File: src/rtl/avalon_mem_test_master.sv
// Avalon memory test master: writes a pattern to a window of a single-port
// synchronous memory (read latency 1), reads it back and counts mismatches.
// Optional feature macro: ADDR_XOR_EN (write/expected word = pattern ^ address).
module avalon_mem_test_master #(
    parameter int ADDR_W = 10,
    parameter int DATA_W = 32
) (
    input  logic                  clk,
    input  logic                  reset_n,
    input  logic                  start,
    input  logic                  abort,
    input  logic [ADDR_W-1:0]     base,
    input  logic [ADDR_W:0]       count,
    input  logic [DATA_W-1:0]     pattern,
    output logic                  busy,
    output logic                  done,
    output logic                  pass,
    output logic [ADDR_W:0]       err_count,
    output logic [ADDR_W-1:0]     first_err_addr,
    output logic [ADDR_W-1:0]     address,
    output logic [DATA_W/8-1:0]   byteenable,
    output logic                  chipselect,
    output logic                  write,
    output logic [DATA_W-1:0]     writedata,
    output logic                  clken,
    input  logic [DATA_W-1:0]     readdata
);

    typedef enum logic [2:0] {IDLE, WRITE, READ, DRAIN, DONE} state_t;

    state_t              state, state_nxt;
    logic [ADDR_W-1:0]   base_r;
    logic [ADDR_W:0]     cnt_r;
    logic [ADDR_W:0]     idx;
    logic [DATA_W-1:0]   pat_r;
    logic                rd_vld;
    logic [ADDR_W-1:0]   rd_addr;
    logic [ADDR_W-1:0]   cur_addr;
    logic                last_word;
    logic                accept;
    logic                err_hit;
    logic [ADDR_W:0]     err_nxt;

    // Word written to / expected from a given address.
    function automatic logic [DATA_W-1:0] word_of(input logic [ADDR_W-1:0] a);
`ifdef ADDR_XOR_EN
        word_of = pat_r ^ DATA_W'(a);
`else
        word_of = pat_r;
`endif
    endfunction

    // Address arithmetic wraps naturally at ADDR_W bits.
    assign cur_addr  = base_r + idx[ADDR_W-1:0];
    assign last_word = (idx == cnt_r - (ADDR_W+1)'(1));
    assign accept    = (state == IDLE) && start;
    // Readdata lags the address by one cycle; an aborting cycle is not scored.
    assign err_hit   = rd_vld && !abort && ((state == READ) || (state == DRAIN)) &&
                       (readdata != word_of(rd_addr));
    assign err_nxt   = err_count + (ADDR_W+1)'(err_hit);

    // Next-state and memory port outputs.
    always_comb begin
        state_nxt  = state;
        busy       = (state != IDLE);
        done       = (state == DONE);
        chipselect = (state == WRITE) || (state == READ);
        write      = (state == WRITE);
        address    = chipselect ? cur_addr : '0;
        byteenable = chipselect ? '1 : '0;
        writedata  = (state == WRITE) ? word_of(cur_addr) : '0;
        clken      = 1'b1;
        case (state)
            IDLE:  if (start) state_nxt = (count == '0) ? DONE : WRITE;
            WRITE: if (abort) state_nxt = DONE; else if (last_word) state_nxt = READ;
            READ:  if (abort) state_nxt = DONE; else if (last_word) state_nxt = DRAIN;
            DRAIN: state_nxt = DONE;
            DONE:  state_nxt = IDLE;
            default: state_nxt = IDLE;
        endcase
    end

    // State register.
    always_ff @(posedge clk or negedge reset_n) begin
        if (!reset_n) state <= IDLE;
        else          state <= state_nxt;
    end

    // Test parameters, word index and read-compare pipeline.
    always_ff @(posedge clk or negedge reset_n) begin
        if (!reset_n) begin
            base_r  <= '0;
            cnt_r   <= '0;
            pat_r   <= '0;
            idx     <= '0;
            rd_vld  <= 1'b0;
            rd_addr <= '0;
        end else begin
            if (accept) begin
                base_r <= base;
                cnt_r  <= count;
                pat_r  <= pattern;
            end
            if ((state == WRITE) || (state == READ))
                idx <= last_word ? '0 : idx + (ADDR_W+1)'(1);
            else
                idx <= '0;
            rd_vld  <= (state == READ) && !abort;
            rd_addr <= cur_addr;
        end
    end

    // Result registers: error count, first failing address, pass flag.
    always_ff @(posedge clk or negedge reset_n) begin
        if (!reset_n) begin
            err_count      <= '0;
            first_err_addr <= '0;
            pass           <= 1'b0;
        end else if (accept) begin
            err_count      <= '0;
            first_err_addr <= '0;
            pass           <= (count == '0);
        end else begin
            if (err_hit) begin
                err_count <= err_nxt;
                if (err_count == '0) first_err_addr <= rd_addr;
            end
            if (((state == WRITE) || (state == READ) || (state == DRAIN)) && state_nxt == DONE)
                pass <= !abort && (err_nxt == '0);
        end
    end

endmodule

File: config.mk
export PLATFORM = sky130hd
export DESIGN_NAME = avalon_mem_test_master
export DESIGN_NICKNAME = d
export VERILOG_FILES = /design/src/rtl/avalon_mem_test_master.sv
export SDC_FILE = /design/constraint.sdc
export NUM_CORES = 1
export LEC_CHECK = 0
export BUFFER_PORTS_ARGS = -buffer_cell sky130_fd_sc_hd__buf_2
export CAP_MARGIN = 5
export CORE_UTILIZATION = 57
export CTS_CLUSTER_DIAMETER = 40
export CTS_CLUSTER_SIZE = 30
export DETAILED_ROUTE_END_ITERATION = 6
export GPL_TIMING_DRIVEN = 0
export PLACE_DENSITY = 0.88
export SYNTH_ARGS = -nofsm -noshare
export SYNTH_HDL_FRONTEND = slang
export SYNTH_SLANG_ARGS = --single-unit
File: constraint.sdc
create_clock -name clk -period 7.1 [get_ports clk]
set_clock_uncertainty 0.05 [all_clocks]
set_input_delay 0.355 -clock clk [delete_from_list [all_inputs] [get_ports clk]]
set_output_delay 0.355 -clock clk [all_outputs]
set_load 0.02 [all_outputs]
**Word-level counts from Yosys, hierarchy flattened**

Cells that the tools add are included.

- Register bits after elaboration: 100
- Output and inout port bits: 73
- Word-level logic and storage cells: 60

- Add/subtract/negate cells: 4
- Equality and inequality tests: 7
- Muxes and demuxes: 19
- Reduce and logical (&&, ||, !) cells: 20

Operator list:

| operator | number |
|---|---|
| 11-bit 2-to-1 mux | 4 |
| 10-bit 2-to-1 mux | 4 |
| 11-bit zero test | 3 |
| 32-bit 2-to-1 mux | 1 |
| 32-bit != test | 1 |
| 3-bit 2-to-1 mux | 6 |
| 3-bit one-hot mux with 4 select lines | 1 |
| 11-bit by 1-bit adder with 11-bit output | 1 |
| 11-bit by 1-bit adder with 11-bit output, second input constant | 1 |
| 11-bit equality test | 1 |
| 11-bit by 1-bit subtractor with 11-bit output, second input constant | 1 |
| 10-bit adder | 1 |
| 1-bit logical AND | 7 |
| 3-bit by 2-bit equality test with 1-bit output, second input constant | 2 |
| 3-bit equality test, second input constant | 2 |
| 2-bit nonzero test | 3 |
| 4-bit 2-to-1 mux | 1 |
| 3-bit by 1-bit equality test with 1-bit output, second input constant | 1 |
| 3-bit zero test | 1 |
| 1-bit logical OR | 3 |
| 3-bit nonzero test | 1 |
| 1-bit 2-to-1 mux | 2 |
| 2-bit AND reduction | 1 |
| 1-bit zero test | 1 |

**Depth between registers and ports, before layout**

Gate-level depths: netlist (run 1).

- Word-level depth: 9
- Depth in mapped cells: 13
- Gate-level depth less buffers: 12

**Worst setup path after synthesis (run 1)**

OpenSTA, ideal clock, no wires.

- Path kind: flip-flop to flip-flop
- Start: reg pat_r[18]
- End: reg pass
- Library setup time: 95 ps
- Data arrival time: 3315 ps
- Required time: 6955 ps
- Path slack: 3640 ps
- Stages on the path, launching flop included: 13
- Path through: dfrtp_1 -> xnor2_1 -> nand4_1 -> nor4_1 -> a2111oi_2 -> clkbuf_1 -> ha_1 -> ha_1 -> nand2_1 -> nor2_1 -> nor2_1 -> or4b_2 -> o31ai_1

- Longest elaborated chain between the ends: 7

RTL lines:

| element | line | RTL |
|---|---|---|
| from (decl) | 35 | `logic [DATA_W-1:0] pat_r;` |
| from (signal assigned) | 102 | `pat_r <= pattern;` |
| 32-bit != test | 59 | `(readdata != word_of(rd_addr));` |
| 1-bit logical AND | 58 | `assign err_hit = rd_vld && !abort && ((state == READ) \|\| (state == DRAIN)) &&` |
| 11-bit by 1-bit adder with 11-bit output | 60 | `assign err_nxt = err_count + (ADDR_W+1)'(err_hit);` |
| 11-bit zero test | 129 | `pass <= !abort && (err_nxt == '0);` |
| 1-bit logical AND | 129 |  |
| 1-bit 2-to-1 mux | 128 | `if (((state == WRITE) \|\| (state == READ) \|\| (state == DRAIN)) && state_nxt == DONE)` |
| 1-bit 2-to-1 mux | 119 | `end else if (accept) begin` |
| to (signal assigned) | 122 | `pass <= (count == '0);` |
| to (signal assigned) | 129 |  |
| to (decl) | 17 | `output logic pass,` |

No other way between the ends. The select of a mux whose other input is x is not followed.
A chain may end at the register's enable or synchronous reset.

**Worst setup path in the final report (run 1)**

- Start: reg pat_r[27]
- End: reg pass

The elaborated chain is that of the path after synthesis.

==> results.json, run 1 <==
{
  "synth-seq-cells": 100,
  "fin_nets": 926,
  "synth_most_common_cell": "nand2_1",
  "synthTopCellsByArea": "dfrtp_1 (44%), nand2_1 (12%), xnor2_1 (7.3%), and2_1 (4.5%), ha_1 (2.9%)",
  "r2r_start": "pat_r[27]$_DFFE_PN0P_",
  "syn-num-nets": 754,
  "cap_violations": 0,
  "fin_util_pct": 72.8,
  "path_depth": 12,
  "drive_gt1_share_pct": 23.7,
  "wl_per_cell_um": 15.4,
  "multi_input_area_um2": 2890,
  "crit-reg2reg-capture": "pass$_DFFE_PN0P_",
  "finalHoldViolCount": 0,
  "io_buffers": 159,
  "period_share_pct": 60.7,
  "synth_area_per_cell_um2": 8.67,
  "grt_usage_pct": 28.7,
  "synth_edf_count": 0,
  "cts.clk_slew.worst_paths_ns": 0.11,
  "cts_resized": 0,
  "p_per_area_nw_per_um2": 351,
  "rows": 35,
  "setup.worst_path.end_class": "flop",
  "hold_buffers": 1,
  "clockBufferDepth": 2,
  "ys_seq_area_share_pct": 44.3,
  "num-fill-cells": 697,
  "post-place-ws_ns": 2.90,
  "yosys.area.top_type": "dfrtp_1",
  "fp.dieH_um": 102,
  "ys_types": 63,
  "cts_made_buffers": 9,
  "detailed_place_hpwl_um": 11400,
  "path_delay_family": "simple AND/OR/NAND/NOR gates",
  "die-area_um2": 10300,
  "synth_top_area_share_pct": 44.3,
  "tightest_slew_ns": 0.972,
  "max_freq_mhz": 232,
  "grt_max_degree": 67,
  "cts.sinks": 100,
  "ios": 162,
  "first_iter_violations": 321,
  "yosys-top-cells-count": "nand2_1 (178), dfrtp_1 (100), xnor2_1 (47)",
  "ff2ff_path_depth": 12,
  "max_stage_delay_ns": 0.90,
  "crit_type": "reg -> reg",
  "critical-path-slowest-cell": "a2111oi_2",
  "worst-path-buf-inv": 1,
  "cp_cell_sequence": "xnor2_1, nand4_1, nor4_1, a2111oi_2, clkbuf_1, ha_1, ha_1, nand2_1, nor2_1, nor2_1, or4b_2, o31ai_1",
  "grt_pass1_vias": 4931,
  "place_congestion": 0.925,
  "synth_ff_type": "dfrtp_1",
  "cts_setup_buffers": 0,
  "vias": 5230,
  "cts_tree": "built",
  "via_per_inst": 5.46,
  "clk_latency_ns": 0.36,
  "relSlewSlack_pct": 35.1,
  "final-seq-area_um2": 2500,
  "wl_um": 14700,
  "setup.worst_path.start_class": "flop",
  "hold_path.class": "in -> reg",
  "rsz0062_at_grt": "no",
  "ant_nets": 0,
  "drv_slew": 0,
  "synth-async-reset-ratio_pct": 100,
  "cp.required_ns": 7.32,
  "stdcell_area_um2": 6850,
  "core_um2": 9420,
  "cts-htree-levels": 3,
  "r2r_slack_ns": 2.79,
  "grt_first_pass_wirelength_um": 22600,
  "fin_ws_ns": 2.79,
  "critical_path_arrival_ns": 4.52,
  "root_buffer": "clkbuf_8",
  "drcViolationCount": 0,
  "diodes": 0,
  "synthToLayoutAreaGrowth_pct": 21.4,
  "place_area_um2": 6630,
  "ys.warnings.count": 0,
  "synth_area_um2": 5650,
  "antenna_found_initial": 0,
  "crit_fanout": 10,
  "status": "finished, final reports clean",
  "start_util_pct": 60.0,
  "gr-total-overflow": 0,
  "syn_inst": 651,
  "startpoint": "pat_r[27]$_DFFE_PN0P_",
  "tns_ns": 0,
  "peakVddDrop_uv": 214,
  "crit_end": "pass$_DFFE_PN0P_",
  "finalSetupViolations": 0,
  "period_needed_ns": 4.31,
  "firstDrtPassIters": 5,
  "leakage_nw": 3.54,
  "die_w_um": 102
}
state kept, by name, indices dropped and copies added (netlist names), 3 cells and up:
signal          flops
state               3
first_err_addr     10
pat_r              32
err_count          11
cnt_r              11
idx                11
rd_addr            10
base_r             10
kinds of logic (layout without fill, tap and decap cells):
family	count (synthesis)	in the layout	synth area share [%]
fa+ha+maj	15	15	3.41
other cells	1	1	0.0664
mux	15	15	2.75
xor+xnor	60	60	9.31
flops	100	100	44.3
compound gates	68	68	7.98
simple gates	331	331	27.7
buf+inv	61	238	4.41
worst register-to-register path: stages, from the launching register on:
cell and delay (ns):
dfrtp_1 0.43, xnor2_1 0.15, nand4_1 0.13, nor4_1 0.10, a2111oi_2 0.90, clkbuf_1 0.40, ha_1 0.29, ha_1 0.28
nand2_1 0.12, nor2_1 0.35, nor2_1 0.09, or4b_2 0.68, o31ai_1 0.24
power breakdown:
| group | internal, mW | switching, mW |
|---|---|---|
| Clock | 0.177 | 0.204 |
| Combinational | 0.441 | 0.640 |
| Sequential | 0.754 | 0.189 |
through the flow:
step | hold WS [ns] | cells | total power [mW]
after floorplan | 0.00941 | 651 | 1.67
after global placement | 0.419 | 939 | 1.97
after detailed placement | 0.294 | 940 | 2.03
after CTS | 0.127 | 957 | 2.41
after global routing | 0.123 | 957 | 2.56
final | 0.134 | 957 | 2.40
layout make-up:
type / count / area share (%)
Clock buffer: 10 / 2.01
Sequential cell: 100 / 36.5
Multi-Input combinational cell: 490 / 42.2
Timing Repair Buffer: 161 / 12.2
Tap cell: 129 / 2.36
Buffer: 30 / 1.94
Inverter: 31 / 1.70
Clock inverter: 6 / 1.04
layout by cell type, fill, tap and decap left out, types with 7 or more instances in the layout:
master	instances
nand2_1	178
buf_2	159
dfrtp_1	100
xnor2_1	47
and2_1	41
nor2_1	34
inv_1	30
o21ai_0	26
clkbuf_1	21
mux2i_1	14
nand3_1	13
xor2_1	13
ha_1	13
nor3_1	11
nand4_1	10
clkbuf_8	10
a21oi_1	8
nor4_1	7
worst min path at each step:
stage	from	endpoint	depth (start not counted)	slack, ns
detailed placement	reset_n	pat_r[9]$_DFFE_PN0P_	1	0.29
finish	pattern[21]	pat_r[21]$_DFFE_PN0P_	3	0.13
global placement	base_r[8]$_DFFE_PN0P_	base_r[8]$_DFFE_PN0P_	2	0.42
floorplan	reset_n	base_r[0]$_DFFE_PN0P_	0	0.009
CTS	pattern[30]	pat_r[30]$_DFFE_PN0P_	3	0.13
global route	pattern[21]	pat_r[21]$_DFFE_PN0P_	3	0.12
metal layers:
layer,GRT usage [%],routed length (µm),vias to the layer above,share of wire (%)
met4,12.9,416,0,2.8
li1,-,-,2490,-
met3,4.49,832,39,5.6
met5,0,0,-,0
met1,33.9,6010,2455,41
met2,51.6,7470,246,51
(Power assumes the default switching activity.)
==> run 2: changes to the inputs <==
CORE_UTILIZATION = 48   (was 57)
PLACE_DENSITY = 0.8   (was 0.88)
clock period = 3.5 ns   (was 7.1 ns; I/O delays follow)
==> run 2 against run 1 <==
Non-clock buffer count is 47 higher; largest cell class unchanged; clock power grew to 2.9 times the previous value; flip-flop and latch count stayed put; largest power group unchanged; highest routed layer unchanged; cell count is 6.4% higher; clock-buffer cell count is 1 higher; total power is 120% higher; setup slack worse by 2.6 ns; first-iteration DRC count is 24% higher; die area is 18% higher; via count is 1.9% higher.
==> results.json, run 2 (synthesis results as in run 1) <==
{
  "place_congestion": 0.902,
  "max_freq_mhz": 299,
  "setup.worst_path.end_class": "flop",
  "drive_gt1_share_pct": 23.3,
  "start_util_pct": 49.4,
  "finalHoldViolCount": 0,
  "critical-path-slowest-cell": "or4b_2",
  "status": "finished, final reports clean",
  "detailed_place_hpwl_um": 11000,
  "tightest_slew_ns": 0.617,
  "cp_cell_sequence": "xnor2_1, nand4_1, nor4_4, a2111oi_4, ha_1, ha_1, nand2_1, nor2_4, nor2_1, or4b_2, o31ai_1",
  "path_depth": 11,
  "synthToLayoutAreaGrowth_pct": 33.1,
  "ant_nets": 0,
  "grt_usage_pct": 26.5,
  "startpoint": "pat_r[11]$_DFFE_PN0P_",
  "crit_type": "reg -> reg",
  "antenna_found_initial": 0,
  "diodes": 0,
  "final-seq-area_um2": 2500,
  "cts.clk_slew.worst_paths_ns": 0.07,
  "via_per_inst": 5.23,
  "dp.cells": 954,
  "largest_reg_flops": 32,
  "total_power_mw": 5.27,
  "critical_path.most_common_cell": "ha_1",
  "grt_first_pass_wirelength_um": 25600,
  "finalSetupViolations": 0,
  "leakage_nw": 3.82,
  "mostFrequentLayoutCell": "nand2_1",
  "ios": 162,
  "root_buffer": "clkbuf_16",
  "core_um2": 11400,
  "fin_util_pct": 65.8,
  "rows": 39,
  "hold_path.class": "in -> reg",
  "grt_pass1_vias": 5151,
  "r2r_slack_ns": 0.15,
  "cp.required_ns": 3.70,
  "vias": 5329,
  "clockBufferDepth": 2,
  "period_needed_ns": 3.35,
  "regMostFlops": "pat_r",
  "critical_path_arrival_ns": 3.55,
  "layout_common_cells": "nand2_1 (178), buf_2 (159), dfrtp_1 (100)",
  "wl_um": 15800,
  "num-fill-cells": 949,
  "tns_ns": 0,
  "cts_made_buffers": 9,
  "drcViolationCount": 0,
  "holdPathStages": 3,
  "ff2ff_path_depth": 11,
  "cap_violations": 0,
  "fin_nets": 973,
  "die_w_um": 110,
  "path_delay_family": "simple AND/OR/NAND/NOR gates",
  "fin_ws_ns": 0.154,
  "first_iter_violations": 397,
  "drv_slew": 0,
  "min_to": "pat_r[1]$_DFFE_PN0P_",
  "cts-htree-levels": 3,
  "relSlewSlack_pct": 58.9,
  "grt_max_degree": 64,
  "setup.worst_path.start_class": "flop",
  "peakVddDrop_uv": 437,
  "die-area_um2": 12200,
  "post-place-ws_ns": -0.688,
  "clk_latency_ns": 0.34,
  "period_share_pct": 95.6,
  "gr-total-overflow": 0,
  "wl_per_cell_um": 15.5,
  "crit_fanout": 6,
  "cts.sinks": 100,
  "max_stage_delay_ns": 0.68,
  "cts_tree": "built",
  "fin_cells": 1018,
  "io_buffers": 159,
  "worst-path-buf-inv": 0,
  "min_from": "pattern[1]",
  "r2r_start": "pat_r[11]$_DFFE_PN0P_",
  "fp.dieH_um": 110,
  "multi_input_area_um2": 2940,
  "firstDrtPassIters": 5,
  "p_per_area_nw_per_um2": 701,
  "crit-reg2reg-capture": "pass$_DFFE_PN0P_"
}
-- run 2: cell type report --
cell class / count / share of cell area [%]
repair buffers: 209 / 17.4
well taps: 143 / 2.38
plain buffers: 29 / 1.72
clock inverters: 5 / 1.12
clock buffers: 11 / 3.36
inverters: 31 / 1.55
multi-input cells: 490 / 39.2
flip-flops and latches: 100 / 33.3
-- run 2: how the worst max path moves through the flow --
| stage | end | slack, ns |
|---|---|---|
| after floorplan | pass$_DFFE_PN0P_ | 0.04 |
| after global placement | pass$_DFFE_PN0P_ | -0.69 |
| after detailed placement | pass$_DFFE_PN0P_ | -0.69 |
| after CTS | pass$_DFFE_PN0P_ | 0.01 |
| after global routing | pass$_DFFE_PN0P_ | -0.004 |
| final | pass$_DFFE_PN0P_ | 0.15 |
-- run 2: metrics by stage --
step | area (µm²) | hold WS [ns]
finish | 7510 | 0.0115
global route | 7510 | 0.0103
detailed placement | 6650 | 0.134
global placement | 6620 | 0.313
floorplan | 5650 | -0.171
CTS | 7490 | 0.00547
-- run 2: power by group --
group / switching, mW / internal [mW]
logic: 1.33 / 0.927
clock network: 0.440 / 0.667
registers: 0.373 / 1.53
total: 2.14 / 3.13
-- run 2: tightest hold or removal path, delay by kind of cell --
family	cells	cell delay, ns
buffers and inverters	1	0.09
AND/OR/NAND/NOR	2	0.10
-- run 2: layer usage --
metal | vias up | track usage [%] | wire length, µm
met1 | 2505 | 33.5 | 6630
met2 | 214 | 45.5 | 7800
li1 | 2575 | - | -
met5 | - | 0 | 0
met3 | 35 | 3.79 | 873
met4 | 0 | 10.6 | 461
-- run 2: what timing repair did --
item / in CTS / in global routing
hold buffers: 45 / 0
hold endpoints to repair: 81 / 0
pin swaps: 2 / 2
setup endpoints to repair: 5 / 1
buffers inserted: 1 / 3
resized for setup: 7 / 1
